`config.mk`:
```
export PLATFORM = sky130hd
export DESIGN_NAME = if_prefetch_queue
export DESIGN_NICKNAME = d
export VERILOG_FILES = /design/src/rtl/if_prefetch_queue.sv
export SDC_FILE = /design/constraint.sdc
export NUM_CORES = 1
export LEC_CHECK = 0
export CORE_UTILIZATION = 55
export CTS_BUF_LIST = sky130_fd_sc_hd__clkbuf_16
export DETAILED_ROUTE_END_ITERATION = 12
export GPL_ROUTABILITY_DRIVEN = 0
export PLACE_DENSITY = 0.81
export SLEW_MARGIN = 30
export SYNTH_ARGS = -nofsm -noshare
export SYNTH_HDL_FRONTEND = slang
export SYNTH_SLANG_ARGS = --single-unit
```
`constraint.sdc`:
```
create_clock -name clk -period 4.3 [get_ports clk]
set_input_delay 0.86 -clock clk [delete_from_list [all_inputs] [get_ports clk]]
set_output_delay 0.86 -clock clk [all_outputs]
set_load 0.05 [all_outputs]
```
`src/rtl/if_prefetch_queue.sv`:
```
// if_prefetch_queue: instruction-fetch front end. It combines the PC generator, the
// redirect arbiter and a DEPTH-entry prefetch FIFO of {pc_plus4, instr} pairs, and
// hands entries to ID through a valid/ready handshake. Instruction memory has a
// fixed read latency of one cycle.
//
// Ports:
//   clk, rst_n                    clock (rising edge), async active-low reset
//   exc, irq                      vector redirect requests (EXC_VEC / INT_VEC)
//   br_/jr_/j_taken, *_target     branch / jr / jump redirect requests and targets
//   imem_req, imem_addr           fetch request this cycle, fetch address
//   imem_rdata                    instruction, valid the cycle after imem_req
//   out_valid, out_ready          queue head handshake towards ID
//   out_pc_plus4, out_instr       queue head payload
//   sel_conflict                  registered pulse: >1 redirect request last cycle
//
// imem_req is combinational: a redirect must suppress the request in the same
// cycle, and a pop in the current cycle frees a slot for an issue in that cycle.
module if_prefetch_queue #(
    parameter int unsigned     XLEN     = 32,
    parameter int unsigned     DEPTH    = 4,
    parameter logic [XLEN-1:0] RESET_PC = 32'h8000_0000,
    parameter logic [XLEN-1:0] INT_VEC  = 32'h8000_0004,
    parameter logic [XLEN-1:0] EXC_VEC  = 32'h8000_0008
) (
    input  logic            clk,
    input  logic            rst_n,
    input  logic            exc,
    input  logic            irq,
    input  logic            br_taken,
    input  logic [XLEN-1:0] br_target,
    input  logic            jr_taken,
    input  logic [XLEN-1:0] jr_target,
    input  logic            j_taken,
    input  logic [XLEN-1:0] j_target,
    output logic            imem_req,
    output logic [XLEN-1:0] imem_addr,
    input  logic [XLEN-1:0] imem_rdata,
    output logic            out_valid,
    input  logic            out_ready,
    output logic [XLEN-1:0] out_pc_plus4,
    output logic [XLEN-1:0] out_instr,
    output logic            sel_conflict
);

    localparam int unsigned AW = $clog2(DEPTH);
    localparam int unsigned CW = AW + 1;
    localparam int unsigned OW = CW + 1;

    logic [XLEN-1:0] fetch_pc;
    logic [XLEN-1:0] inflight_addr;
    logic            inflight;
    logic [CW-1:0]   count;
    logic [AW-1:0]   rd_ptr;
    logic [AW-1:0]   wr_ptr;
    logic [XLEN-1:0] pc4_mem   [DEPTH];
    logic [XLEN-1:0] instr_mem [DEPTH];

    logic            redirect;
    logic [XLEN-1:0] redirect_pc;
    logic [2:0]      req_cnt;
    logic            pop;
    logic            push;
    logic [OW-1:0]   occ;

    // Low field increments and wraps; the kernel bit (MSB) is preserved.
    function automatic logic [XLEN-1:0] pc_plus4(input logic [XLEN-1:0] p);
        pc_plus4 = {p[XLEN-1], p[XLEN-2:0] + (XLEN-1)'(4)};
    endfunction

    // Redirect arbiter: exc > irq > br > jr > j.
    always_comb begin
        redirect    = exc | irq | br_taken | jr_taken | j_taken;
        req_cnt     = 3'(exc) + 3'(irq) + 3'(br_taken) + 3'(jr_taken) + 3'(j_taken);
        redirect_pc = j_target;
        if (exc)           redirect_pc = {1'b1, EXC_VEC[XLEN-2:0]};
        else if (irq)      redirect_pc = {1'b1, INT_VEC[XLEN-2:0]};
        else if (br_taken) redirect_pc = br_target;
        else if (jr_taken) redirect_pc = jr_target;
    end

    // Issue rule: occupancy after this cycle's push/pop must leave room for one more.
    always_comb begin
        pop      = (count != '0) & out_ready;
        push     = inflight & ~redirect;
        occ      = OW'(count) + OW'(inflight) - OW'(pop);
        imem_req = rst_n & ~redirect & (occ < OW'(DEPTH));
    end

    assign imem_addr    = fetch_pc;
    assign out_valid    = (count != '0);
    assign out_pc_plus4 = pc4_mem[rd_ptr];
    assign out_instr    = instr_mem[rd_ptr];

    // Fetch PC, in-flight tracking, FIFO storage and pointers.
    always_ff @(posedge clk or negedge rst_n) begin
        if (!rst_n) begin
            fetch_pc      <= RESET_PC;
            inflight_addr <= '0;
            inflight      <= 1'b0;
            count         <= '0;
            rd_ptr        <= '0;
            wr_ptr        <= '0;
            sel_conflict  <= 1'b0;
            for (int i = 0; i < DEPTH; i++) begin
                pc4_mem[i]   <= '0;
                instr_mem[i] <= '0;
            end
        end else begin
            sel_conflict <= (req_cnt > 3'd1);
            if (redirect) begin
                // A pop this cycle is simply absorbed by clearing the queue.
                fetch_pc <= redirect_pc;
                inflight <= 1'b0;
                count    <= '0;
                rd_ptr   <= '0;
                wr_ptr   <= '0;
            end else begin
                if (imem_req) begin
                    fetch_pc      <= pc_plus4(fetch_pc);
                    inflight_addr <= fetch_pc;
                end
                inflight <= imem_req;
                if (push) begin
                    pc4_mem[wr_ptr]   <= pc_plus4(inflight_addr);
                    instr_mem[wr_ptr] <= imem_rdata;
                    wr_ptr            <= wr_ptr + AW'(1);
                end
                if (pop) begin
                    rd_ptr <= rd_ptr + AW'(1);
                end
                count <= count + CW'(push) - CW'(pop);
            end
        end
    end

endmodule
```
=== Word-level counts from Yosys, hierarchy flattened ===
Index checks and enable logic that the tools add are counted.

* Bits in registers: 329
* Output and inout port bits: 99
* Bits of input ports: 136
* Word-level logic and storage cells: 73

* Reduce and logical (&&, ||, !) cells: 7
* Multiplexer cells: 22
* Order comparisons: 5
* Bitwise logic cells: 11
* Add/sub/neg operators: 12

{| class="wikitable"
|+ Operator list
! cell !! count
|-
| $mux 32 || 10
|-
| $bwmux 128 || 2
|-
| $bmux 32 s2 || 2
|-
| $demux 32 s2 || 1
|-
| $add 31x3->31 const B || 2
|-
| $mux 31 || 1
|-
| $add 3x1->3 || 3
|-
| $mux 2 || 4
|-
| $ge 3x3->1 const B || 2
|-
| $not 2->3 || 2
|-
| $reduce_bool 2->1 || 3
|-
| $add 2x1->2 const B || 2
|-
| $add 3x1->4 || 1
|-
| $and 1x1->1 || 4
|-
| $lt 4x3->1 const B || 1
|-
| $or 1x1->1 || 4
|-
| $reduce_and 2->1 || 2
|-
| $sub 4x1->4 || 1
|-
| $add 2x1->3 || 1
|-
| $gt 3x1->1 const B || 1
|-
| $lt 3x1->1 const B || 1
|-
| $mux 3 || 1
|-
| $reduce_bool 3->1 || 1
|-
| $sub 3x1->3 || 1
|-
| other kinds (4) || 4
|}

=== Longest topological paths before layout ===
Gate-level depths: netlist of run 1.

* Depth in word-level cells: 9
* Mapped depth: 13
* Depth with buffers taken out: 11

=== Worst setup path after synthesis of run 1 ===
Ideal clock, no wire load.

* Path kind: reg-to-output
* From: register count[1]
* To: output imem_req
* Cell stages (with the launch flop): 11
* Arrival: 2823 ps
* Path buffers: 0
* Required time: 3440 ps
* Slack: 617 ps
* Cell sequence: dfrtp_1 > or3_1 > and2_1 > ha_1 > inv_1 > ha_1 > nand3b_4 > a211o_1 > a31oi_4 > nand2_2 > inv_1

* Word-level cells in the longest chain between the ends: 5
* Elaborated cells between the ends (all ways): 6
* Classes of those cells: add/sub (2); order compare (1); bitwise (2); reduce/logical (1)

{| class="wikitable"
|+ Ends and longest elaborated chain
! element !! line !! text
|-
| start, declared || 52 || <nowiki>logic [CW-1:0] count;</nowiki>
|-
| start signal, assigned || 131 || <nowiki>count <= count + CW'(push) - CW'(pop);</nowiki>
|-
| $reduce_bool 3->1 || - ||
|-
| via out_valid || 38 || <nowiki>output logic out_valid,</nowiki>
|-
| $and 1x1->1 || 83 || <nowiki>pop = (count != '0) & out_ready;</nowiki>
|-
| $sub 4x1->4 || 85 || <nowiki>occ = OW'(count) + OW'(inflight) - OW'(pop);</nowiki>
|-
| $lt 4x3->1 || 86 || <nowiki>imem_req = rst_n & ~redirect & (occ < OW'(DEPTH));</nowiki>
|-
| $and 1x1->1 || 86 ||
|-
| end, declared || 35 || <nowiki>output logic imem_req,</nowiki>
|}

The timed path passes the listed nets, and every way through them passes these cells.

=== Worst setup path in the final report of run 1 ===
* From: input out_ready
* To: output imem_req

* Word-level cells in the longest chain between the ends: 4

{| class="wikitable"
|+ Ends and longest elaborated chain
! element !! line !! text
|-
| start, declared || 39 || <nowiki>input logic out_ready,</nowiki>
|-
| $and 1x1->1 || 83 ||
|-
| $sub 4x1->4 || 85 ||
|-
| $lt 4x3->1 || 86 ||
|-
| $and 1x1->1 || 86 ||
|}

Every way passes these cells.

==> flow_summary.toml, run 1 <==
[finish]
fin_nets = 1659
antenna_cells = 0
final_common_cell = "dfrtp_1"
nFillCells = 2047
syn_to_final_growth_pct = 24.3
multi_input_area_mm2 = 0.00718
drive_above_1_share = 0.202
finish.utilization = 0.703
layout_common_cells = "326 x dfrtp_1, 231 x clkdlybuf4s50_1, 160 x nand2_1"
layout.cells.non_filler = 1911
regArea_mm2 = 0.00824

[job]
cap_violations = 0

[synth]
synth.area.mux_share = 0.236
ys_seq_area_frac = 0.518
synth_edf_count = 0
ys.flop_type = "dfrtp_1"
netlist_instances = 1298
synth_warnings = 0
synth_compound_area_frac = 0.0885
synthTopCellsByArea = "dfrtp_1 52%, mux2_2 11%, mux4_2 9.1%"
syn_area_per_cell_um2 = 12.2
synth_top_family_by_area = "multiplexers"
synthArstFlopShare = 1.00
syn_area_mm2 = 0.0159
synth_top_area_share = 0.516
synth-simple-area-share = 0.0941
yosys.area_share.adder = 0.0128
synth.distinct_cells = 70
synth-xor-area-share = 0.0176
synth_fp_nets = 1449
synth_top_cell_by_area = "dfrtp_1"
ys_ff_latch = 329

[worst_setup_path]
r2r-start = "count[1]"
cp_max_fo = 4
critical_path_class = "input port to primary output"
crit_path_start_kind = "input port"
r2r-end = "imem_addr[21]"
critical_path_arrival_ns = 3.12
reg2regPathDepth = 10
regToRegSetupSlack_ns = 1.18
required_ns = 3.44
setup.worst_path.end_class = "primary output"

[power_and_ir_drop]
power_frac_clock = 0.433
switchingPower_mw = 1.54
power_frac_seq = 0.489
finalPower_mw = 6.54
powerDensity_mw_per_mm2 = 331
switching_share = 0.235
internal-power_mw = 5.00
vdd_drop_max_mv = 0.269
p_leak_nw = 8.87
combinationalPowerShare = 0.078

[place]
place_inst = 1849
io_buffers = 234
dp_hpwl_um = 25700

[route]
drc = 0
wl_met1_um = 15700
final_antenna_net_count = 0
postRouteWirelength_um = 37800
dr.first_iter.drc_count = 756
routedWlPerCell_um = 19.8
via_per_inst = 5.96
routed.top_layer = "met4"
vias = 11400
routed-wl-met3_um = 2120
drtPass1Iterations = 5
wl_met2_um = 18800

[clock_network]
tritoncts = "built"
cts.path.max_buffers = 3
path_clk_slew_ns = 0.06
cts_root_buf = "clkbuf_16"
htree_levels = 2
numClockSinks = 329
holdBufCountCts = 0
cts_buffers = 35
clk_latency_ns = 0.52
cts_setup_buffers = 0
cts_resized = 0

[timing]
whs_ns = 0.257
slew_headroom = 0.434
tns_ns = 0
drv_slew = 0
setup_viol = 0
fin_crit_sh = 0.925
tightest_slew_ns = 0.849
clock.fmax_mhz = 251
skew_ns = 0.0204
period_needed_ns = 3.98
hold_viol = 0
grt_setup_unrepaired = "no"

[grt]
antenna_found_initial = 0
grt.overflow.total = 0
track_usage = 0.269
grt_max_degree = 152
grt_pass1_vias = 11900
grt_pass1_wl_um = 62200

[die]
die_w_um = 172
row_count = 61
start_util = 0.566
die_y_um = 172
core_area_mm2 = 0.0281
ios = 235
die-area_mm2 = 0.0296

[min_path]
hold_class = "input port to asynchronous set/reset pin"

[status]
status = "completed"
## synthesized netlist by cell type, types with 6 or more instances
| library cell | n |
|---|---|
| inv_1 | 23 |
| a22oi_1 | 7 |
| xor2_1 | 23 |
| mux4_2 | 64 |
| dfrtp_1 | 328 |
| clkbuf_1 | 34 |
| mux2_2 | 150 |
| a2bb2oi_1 | 6 |
| o211ai_1 | 14 |
| buf_2 | 41 |
| buf_1 | 6 |
| nor2_1 | 39 |
| a211oi_1 | 7 |
| xnor2_1 | 9 |
| buf_6 | 6 |
| o21ai_0 | 131 |
| nand4_1 | 21 |
| nand2_1 | 160 |
| ha_1 | 13 |
| and3_1 | 12 |
| mux2i_1 | 29 |
| nor3_1 | 10 |
| mux2_1 | 29 |
| a21oi_1 | 12 |
| nand3_1 | 30 |
| a31oi_1 | 6 |
| nor4_1 | 7 |
| o311a_1 | 6 |
## layer usage
layer | up-vias | track usage
met5 | - | 0
met4 | 0 | 0.0958
met3 | 77 | 0.0481
met2 | 366 | 0.458
met1 | 5776 | 0.347
li1 | 5175 | -
## state kept, by name (all words and copies together), names as in the netlist
| name | cells |
|---|---|
| instr_mem | 128 |
| pc4_mem | 128 |
| imem_addr | 32 |
| inflight_addr | 32 |
| count | 3 |
| rd_ptr | 2 |
| wr_ptr | 2 |
| inflight | 1 |
| sel_conflict | 1 |
## worst max-delay path: stages
cell and delay, ns:
clkdlybuf4s50_1 0.45, and2_1 0.19, ha_1 0.17, inv_1 0.04, ha_1 0.31, nand3b_4 0.09, a211o_1 0.37, a31oi_4 0.20
nand2_2 0.07, inv_1 0.18, buf_12 0.17
## final cells by class
type,instances,share of cell area
clock inverters,26,0.00893
multi-input cells,856,0.364
clock buffers,36,0.0456
flip-flops and latches,329,0.417
well taps,378,0.0239
inverters,23,0.00437
repair buffers,263,0.136
## cell families (layout without fill, tap and decap cells)
kind of cell,after synthesis,count (layout)
buf+inv,113,348
mux,272,272
flops,329,329
fa+ha+maj,15,15
simple gates,311,311
compound gates,226,226
xor+xnor,32,32
## power groups by stage
stage / sequential, mW / combinational (mW) / clock, mW
finish: 3.20 / 0.513 / 2.83
global route: 3.20 / 0.560 / 3.01
CTS: 3.20 / 0.520 / 2.90
detailed placement: 3.25 / 0.516 / 0
global placement: 3.25 / 0.508 / 0
floorplan: 3.28 / 0.188 / 0
## per-stage QoR
stage               area, um^2  worst slack (ns)
floorplan                15900             0.617
global placement         18700             0.393
detailed placement       18700             0.342
CTS                      19800             0.317
global route             19800             0.201
finish                   19800             0.324
## worst max-delay path by stage
stage	from	endpoint	slack (ns)
after CTS	out_ready	imem_req	0.32
after detailed placement	out_ready	imem_req	0.34
final	out_ready	imem_req	0.32
after floorplan	count[1]	imem_req	0.62
after global placement	out_ready	imem_req	0.39
after global routing	out_ready	imem_req	0.20
Note: power is estimated with default switching activity, not from simulation.
==> inputs of run 2 (changes only) <==
CTS_CLUSTER_DIAMETER = 120   (was not set)
==> results of run 2 <==
The final DEF is identical to that of run 1; final timing and power are the same.
